===== src/rtl/usb_reg_init_pkg.sv =====
// Shared constants, state encoding and status helper for the register-bus initiator.
package usb_reg_init_pkg;

   localparam logic [7:0] CMD_WR  = 8'h57;
   localparam logic [7:0] CMD_RD  = 8'h52;
   localparam logic [7:0] NAK     = 8'hEE;
   localparam logic [7:0] STS_OK  = 8'h00;
   localparam logic [7:0] STS_ERR = 8'h01;
   localparam logic [7:0] STS_TMO = 8'h02;

   localparam int unsigned RESP_BYTES = 5;

   typedef enum logic [2:0] {
      StIdle,
      StHdr,
      StWdata,
      StBus,
      StResp,
      StNak
   } state_e;

   // err dominates ack; neither means the cycle budget ran out
   function automatic logic [7:0] status_byte(input logic ack, input logic err);
      if (err) return STS_ERR;
      if (ack) return STS_OK;
      return STS_TMO;
   endfunction

endpackage


===== src/rtl/usb_reg_resp_ser.sv =====
// Response serialiser: loads up to five bytes (byte 0 first) and hands them out on valid/ready.
module usb_reg_resp_ser
   import usb_reg_init_pkg::*;
(
   input  logic                      app_clk,
   input  logic                      reset_n,
   input  logic                      i_load,
   input  logic [8*RESP_BYTES-1:0]   i_bytes,
   input  logic [2:0]                i_len,
   output logic [7:0]                o_data,
   output logic                      o_valid,
   input  logic                      i_ready,
   output logic                      o_last
);

   logic [8*RESP_BYTES-1:0] r_buf;
   logic [2:0]              r_left;

   always_ff @(posedge app_clk or negedge reset_n) begin
      if (!reset_n) begin
         r_buf  <= '0;
         r_left <= '0;
      end else if (i_load) begin
         r_buf  <= i_bytes;
         r_left <= i_len;
      end else if (o_valid && i_ready) begin
         r_buf  <= {8'h00, r_buf[8*RESP_BYTES-1:8]};
         r_left <= r_left - 3'd1;
      end
   end

   assign o_data  = r_buf[7:0];
   assign o_valid = (r_left != 3'd0);
   assign o_last  = o_valid && i_ready && (r_left == 3'd1);

endmodule


===== src/rtl/usb_reg_initiator.sv =====
// Byte-stream command parser that issues one register-bus transaction per frame and
// streams back a status byte (plus read data for reads).
module usb_reg_initiator
   import usb_reg_init_pkg::*;
#(
   parameter int unsigned ADDR_W    = 11,
   parameter int unsigned TIMEOUT_W = 8
) (
   input  logic              app_clk,
   input  logic              reset_n,
   input  logic [7:0]        rx_data,
   input  logic              rx_valid,
   output logic              rx_ready,
   output logic [7:0]        tx_data,
   output logic              tx_valid,
   input  logic              tx_ready,
   output logic              reg_cs,
   output logic              reg_wr,
   output logic [ADDR_W-1:0] reg_addr,
   output logic [31:0]       reg_wdata,
   output logic [3:0]        reg_be,
   input  logic [31:0]       reg_rdata,
   input  logic              reg_ack,
   input  logic              reg_err,
   output logic              busy
);

   // Completing on count 2**W-2 keeps reg_cs high for exactly 2**W-1 cycles.
   localparam logic [TIMEOUT_W-1:0] TmoLast = {{(TIMEOUT_W-1){1'b1}}, 1'b0};

   state_e                  r_state, w_state_d;
   logic [1:0]              r_cnt;
   logic                    r_is_wr;
   logic [ADDR_W-1:0]       r_addr;
   logic [31:0]             r_wdata;
   logic [3:0]              r_be;
   logic                    r_rx_ready;
   logic [TIMEOUT_W-1:0]    r_tmo;

   logic                    w_rx_fire;
   logic                    w_tmo_hit;
   logic [7:0]              w_sts;
   logic [31:0]             w_rdata;
   logic                    w_ser_load;
   logic [2:0]              w_ser_len;
   logic [8*RESP_BYTES-1:0] w_ser_bytes;
   logic                    w_ser_last;
   logic                    w_unused;

   assign w_rx_fire = rx_valid && r_rx_ready;
   assign w_tmo_hit = (r_tmo == TmoLast);
   assign w_sts     = status_byte(reg_ack, reg_err);
   assign w_rdata   = (reg_ack && !reg_err) ? reg_rdata : 32'h0;
   assign w_unused  = rx_data[3];

   always_comb begin
      w_state_d   = r_state;
      w_ser_load  = 1'b0;
      w_ser_len   = 3'd0;
      w_ser_bytes = '0;
      unique case (r_state)
         StIdle: begin
            if (w_rx_fire) begin
               if (rx_data == CMD_WR || rx_data == CMD_RD) begin
                  w_state_d = StHdr;
               end else begin
                  w_state_d   = StNak;
                  w_ser_load  = 1'b1;
                  w_ser_len   = 3'd1;
                  w_ser_bytes = {32'h0, NAK};
               end
            end
         end
         StHdr: begin
            if (w_rx_fire && r_cnt == 2'd1) w_state_d = r_is_wr ? StWdata : StBus;
         end
         StWdata: begin
            if (w_rx_fire && r_cnt == 2'd3) w_state_d = StBus;
         end
         StBus: begin
            if (reg_ack || reg_err || w_tmo_hit) begin
               w_state_d   = StResp;
               w_ser_load  = 1'b1;
               w_ser_len   = r_is_wr ? 3'd1 : 3'd5;
               w_ser_bytes = {w_rdata, w_sts};
            end
         end
         StResp, StNak: begin
            if (w_ser_last) w_state_d = StIdle;
         end
         default: w_state_d = StIdle;
      endcase
   end

   always_ff @(posedge app_clk or negedge reset_n) begin
      if (!reset_n) begin
         r_state    <= StIdle;
         r_rx_ready <= 1'b0;
         r_cnt      <= 2'd0;
         r_tmo      <= '0;
      end else begin
         r_state    <= w_state_d;
         r_rx_ready <= (w_state_d == StIdle) || (w_state_d == StHdr) || (w_state_d == StWdata);
         if (r_state != w_state_d) r_cnt <= 2'd0;
         else if (w_rx_fire)       r_cnt <= r_cnt + 2'd1;
         if (r_state != StBus)     r_tmo <= '0;
         else if (r_tmo != '1)     r_tmo <= r_tmo + 1'b1;
      end
   end

   // Request fields only move while a frame is being received, so they are stable under reg_cs.
   always_ff @(posedge app_clk or negedge reset_n) begin
      if (!reset_n) begin
         r_is_wr <= 1'b0;
         r_addr  <= '0;
         r_wdata <= '0;
         r_be    <= '0;
      end else if (w_rx_fire) begin
         case (r_state)
            StIdle:  r_is_wr <= (rx_data == CMD_WR);
            StHdr: begin
               if (r_cnt == 2'd0) begin
                  r_be               <= rx_data[7:4];
                  r_addr[ADDR_W-1:8] <= rx_data[ADDR_W-9:0];
               end else begin
                  r_addr[7:0] <= rx_data;
               end
            end
            StWdata: r_wdata <= {rx_data, r_wdata[31:8]};
            default: ;
         endcase
      end
   end

   usb_reg_resp_ser u_resp_ser (
      .app_clk (app_clk),
      .reset_n (reset_n),
      .i_load  (w_ser_load),
      .i_bytes (w_ser_bytes),
      .i_len   (w_ser_len),
      .o_data  (tx_data),
      .o_valid (tx_valid),
      .i_ready (tx_ready),
      .o_last  (w_ser_last)
   );

   assign rx_ready  = r_rx_ready;
   assign reg_cs    = (r_state == StBus);
   assign reg_wr    = r_is_wr;
   assign reg_addr  = r_addr;
   assign reg_wdata = r_wdata;
   assign reg_be    = r_be;
   assign busy      = (r_state != StIdle);

endmodule


===== config.mk =====
export PLATFORM = sky130hd
export DESIGN_NAME = usb_reg_initiator
export DESIGN_NICKNAME = d
export VERILOG_FILES = /design/src/rtl/usb_reg_init_pkg.sv /design/src/rtl/usb_reg_resp_ser.sv /design/src/rtl/usb_reg_initiator.sv
export SDC_FILE = /design/constraint.sdc
export NUM_CORES = 1
export LEC_CHECK = 0
export CORE_UTILIZATION = 25
export CTS_CLUSTER_SIZE = 20
export DETAILED_ROUTE_END_ITERATION = 7
export SYNTH_ARGS = -nofsm -noshare
export SYNTH_HDL_FRONTEND = slang
export SYNTH_HIERARCHICAL = 1
export SYNTH_SLANG_ARGS = --single-unit
export TNS_END_PERCENT = 30

===== constraint.sdc =====
create_clock -name app_clk -period 2.1 [get_ports app_clk]
set_input_delay 0.315 -clock app_clk [delete_from_list [all_inputs] [get_ports app_clk]]
set_output_delay 0.315 -clock app_clk [all_outputs]
set_load 0.02 [all_outputs]

==> impl_metrics.yaml, run 1 <==
global_routing:
  grt-ovfl-total: 0
  grt_max_degree: 61
  grt_first_pass_wirelength_mm: 21.9
  grt_usage_pct: 12.7
  antenna_found_initial: 0
  grt_pass1_vias: 4321
clocking:
  cts.sinks: 105
  h-tree-depth: 3
  cts-root-buf: "clkbuf_16"
  numCtsBuffers: 9
  cts_tree: "built"
  clk-insertion-delay-late_ns: 0.35
  clkTransAtPathRegs_ns: 0.07
  cts_max_path_buffers: 2
synthesis:
  yosys_most_used_dff: "dfrtp_1"
  synth-async-reset-ratio_pct: 100
  yosysMostFrequentCell: "dfrtp_1"
  synth_compound_area_share_pct: 13.9
  ys_types: 56
  seq_area_frac_synth_pct: 50.0
  synth_top_area_cell: "dfrtp_1"
  synth_cells: 473
  syn_area_per_cell_um2: 11.1
  synth-simple-area-share_pct: 16.9
  ys_warn_count: 6
  yosysTopAreaCellShare_pct: 50.0
  synth_mux_area_share_pct: 10.5
  ys_top_cells_by_count: "dfrtp_1 (105), mux2_2 (48), nor2b_1 (34)"
  syn_area_um2: 5260
  synth_xor_area_share_pct: 0.666
  synth-edff-count: 0
  synth_area_leaders: "dfrtp_1 (50%), mux2_2 (10%), nor2b_1 (4.0%)"
  synthAdderAreaFrac_pct: 1.90
  ys_seq_elements: 105
  synth_top_family_by_area: "simple AND/OR/NAND/NOR gates"
floorplanning:
  die_x_um: 147
  die_y_um: 147
  io_pins: 106
  core_area_um2: 20400
  die-area_um2: 21600
  start_util_pct: 25.7
  num_rows: 52
drt:
  drt-initial-drc-count: 201
  routed_wl_mm: 13.6
  wl_per_cell_um: 15.5
  drt_pass1_iterations: 4
  drcViolationCount: 0
  drtAntennaViolNets: 0
  via_count: 4129
  avgViaCountPerCell: 4.71
placed_design:
  gp_congestion: 0.831
  dp_hpwl_mm: 9.49
  place_ws_ns: -0.434
  io_buffers: 105
  dp.cells: 858
  dpl-instance-area_um2: 6810
timing:
  rsz0062_at_grt: "false"
  report.final.slew_viol_count: 0
  worst_slack_ns: 0.0899
  skew_ns: 0.00567
  fmax_mhz: 497
  hold_viol: 0
  finalSetupViolCount: 0
  min_period_ns: 2.01
  setup-tns-final_ns: 0
  finalCritPeriodShare_pct: 95.7
  hold_ws_ns: 0.409
worst_setup_path:
  critPathMaxFanout: 15
  cp_num_buf_inv: 3
  slowest_delay_ns: 0.40
  path_class: "reg2out"
  path_cells: "inv_1 -> ha_1 -> nor2b_4 -> inv_8 -> dlygate4sd2_1"
  required_ns: 1.78
  r2r_cells: 11
  crit_slowest_cell: "dfrtp_1"
  start_kind: "flip-flop"
  critPathArrivalTime_ns: 1.70
  endpoint_kind: "output pin"
  cp.depth: 5
  worst-r2r-setup-slack_ns: 0.13
  critPathTopFamily: "buffers and inverters"
cells_and_area:
  nets: 656
  finalInstanceArea_um2: 7220
  diodes: 0
  final_util_pct: 35.3
  n_fill_cell: 2058
  drive_gt1_share_pct: 21.6
  fin_cells: 877
  areaGrowthSynthToFinish_pct: 37.3
pwr:
  ir_worst_vdd_mv: 0.874
  p_leak_nw: 3.12
  report.power.total_mw: 9.14
  power_density_nw_per_um2: 1270
job:
  drv_cap: 0
worst_hold_path:
  min_path_type: "in2async"
status:
  run_status: "complete, no violations"
## per-layer routing
layer	vias to the layer above	global-route usage (%)	share of wire (%)
met5	-	0	0
met4	0	4.02	1.5
met3	16	5.31	8.6
met2	140	20.3	46
met1	2036	15.6	44
li1	1937	-	-
## cell usage in the layout (no fill, tap or decap), types with 12 or more instances in the layout
master,instances
a221o_1,17
nand3_1,12
mux2_2,48
a21oi_1,26
and2_1,33
nand2_1,13
buf_4,44
o21ai_0,22
nor2b_1,33
a31oi_1,23
dfrtp_1,105
clkdlybuf4s50_1,100
nor3_1,13
## power by group
group	total (mW)	internal, mW	switching, mW
logic	4.24	2.07	2.18
clock network	1.77	1.02	0.745
registers	3.14	2.68	0.455
## cell families (layout without fill, tap and decap cells)
kind of cell,Yosys count,after routing
buf+inv,52,185
simple gates,144,144
flops,105,105
mux,49,49
xor+xnor,4,4
compound gates,110,110
fa+ha+maj,8,8
other cells,1,2
## path summary, 6_finish.rpt
path                                              to                 start
worst min register to register             reg_be[2]             reg_be[2]
worst max register to register              rx_ready  u_resp_ser/r_left[0]
worst max-delay path                        tx_valid  u_resp_ser/r_left[0]
worst min-delay path                     reg_addr[1]               reset_n
max in group asynchronous       u_resp_ser/r_buf[37]               reset_n
min in group app_clk                     reg_addr[1]            rx_data[1]
## worst reg2reg max path: stages (launching register included)
cell,delay [ns]
dfrtp_1,0.38
inv_1,0.09
ha_1,0.23
nor2b_4,0.15
inv_8,0.11
nand2_4,0.06
nor3b_2,0.18
buf_4,0.16
nand2_1,0.06
nand3_1,0.07
o21ai_0,0.12
a211oi_1,0.27
## area by class of cell
cell class,instances,area (µm²),share of cell area (%)
clock buffers,12,267,3.69
clock inverters,4,50.0,0.693
inverters,14,60.1,0.832
multi-input cells,317,2370,32.9
flip-flops and latches,105,2630,36.4
well taps,270,338,4.68
repair buffers,155,1510,20.8
## registers in the layout, indices dropped and copies added (netlist names)
signal	flops
rx_ready	1
r_cnt	2
u_resp_ser/r_left	3
r_state	3
reg_addr	11
u_resp_ser/r_buf	40
reg_be	4
r_tmo	8
reg_wdata	32
reg_wr	1
## what timing repair did
action | 4_1_cts | 5_1_grt
gates resized for setup | 6 | 8
buffers inserted | 0 | 1
hold buffers | 1 | 0
cloned | 0 | 1
pin swaps | 0 | 2
setup endpoints to repair | 20 | 30
hold endpoints to repair | 22 | 0
(Power assumes the default switching activity.)
==> run 2: changes to the inputs <==
CTS_CLUSTER_DIAMETER = 150   (was unset)
==> results of run 2 <==
Final layout, timing and power as in run 1 (identical DEF).
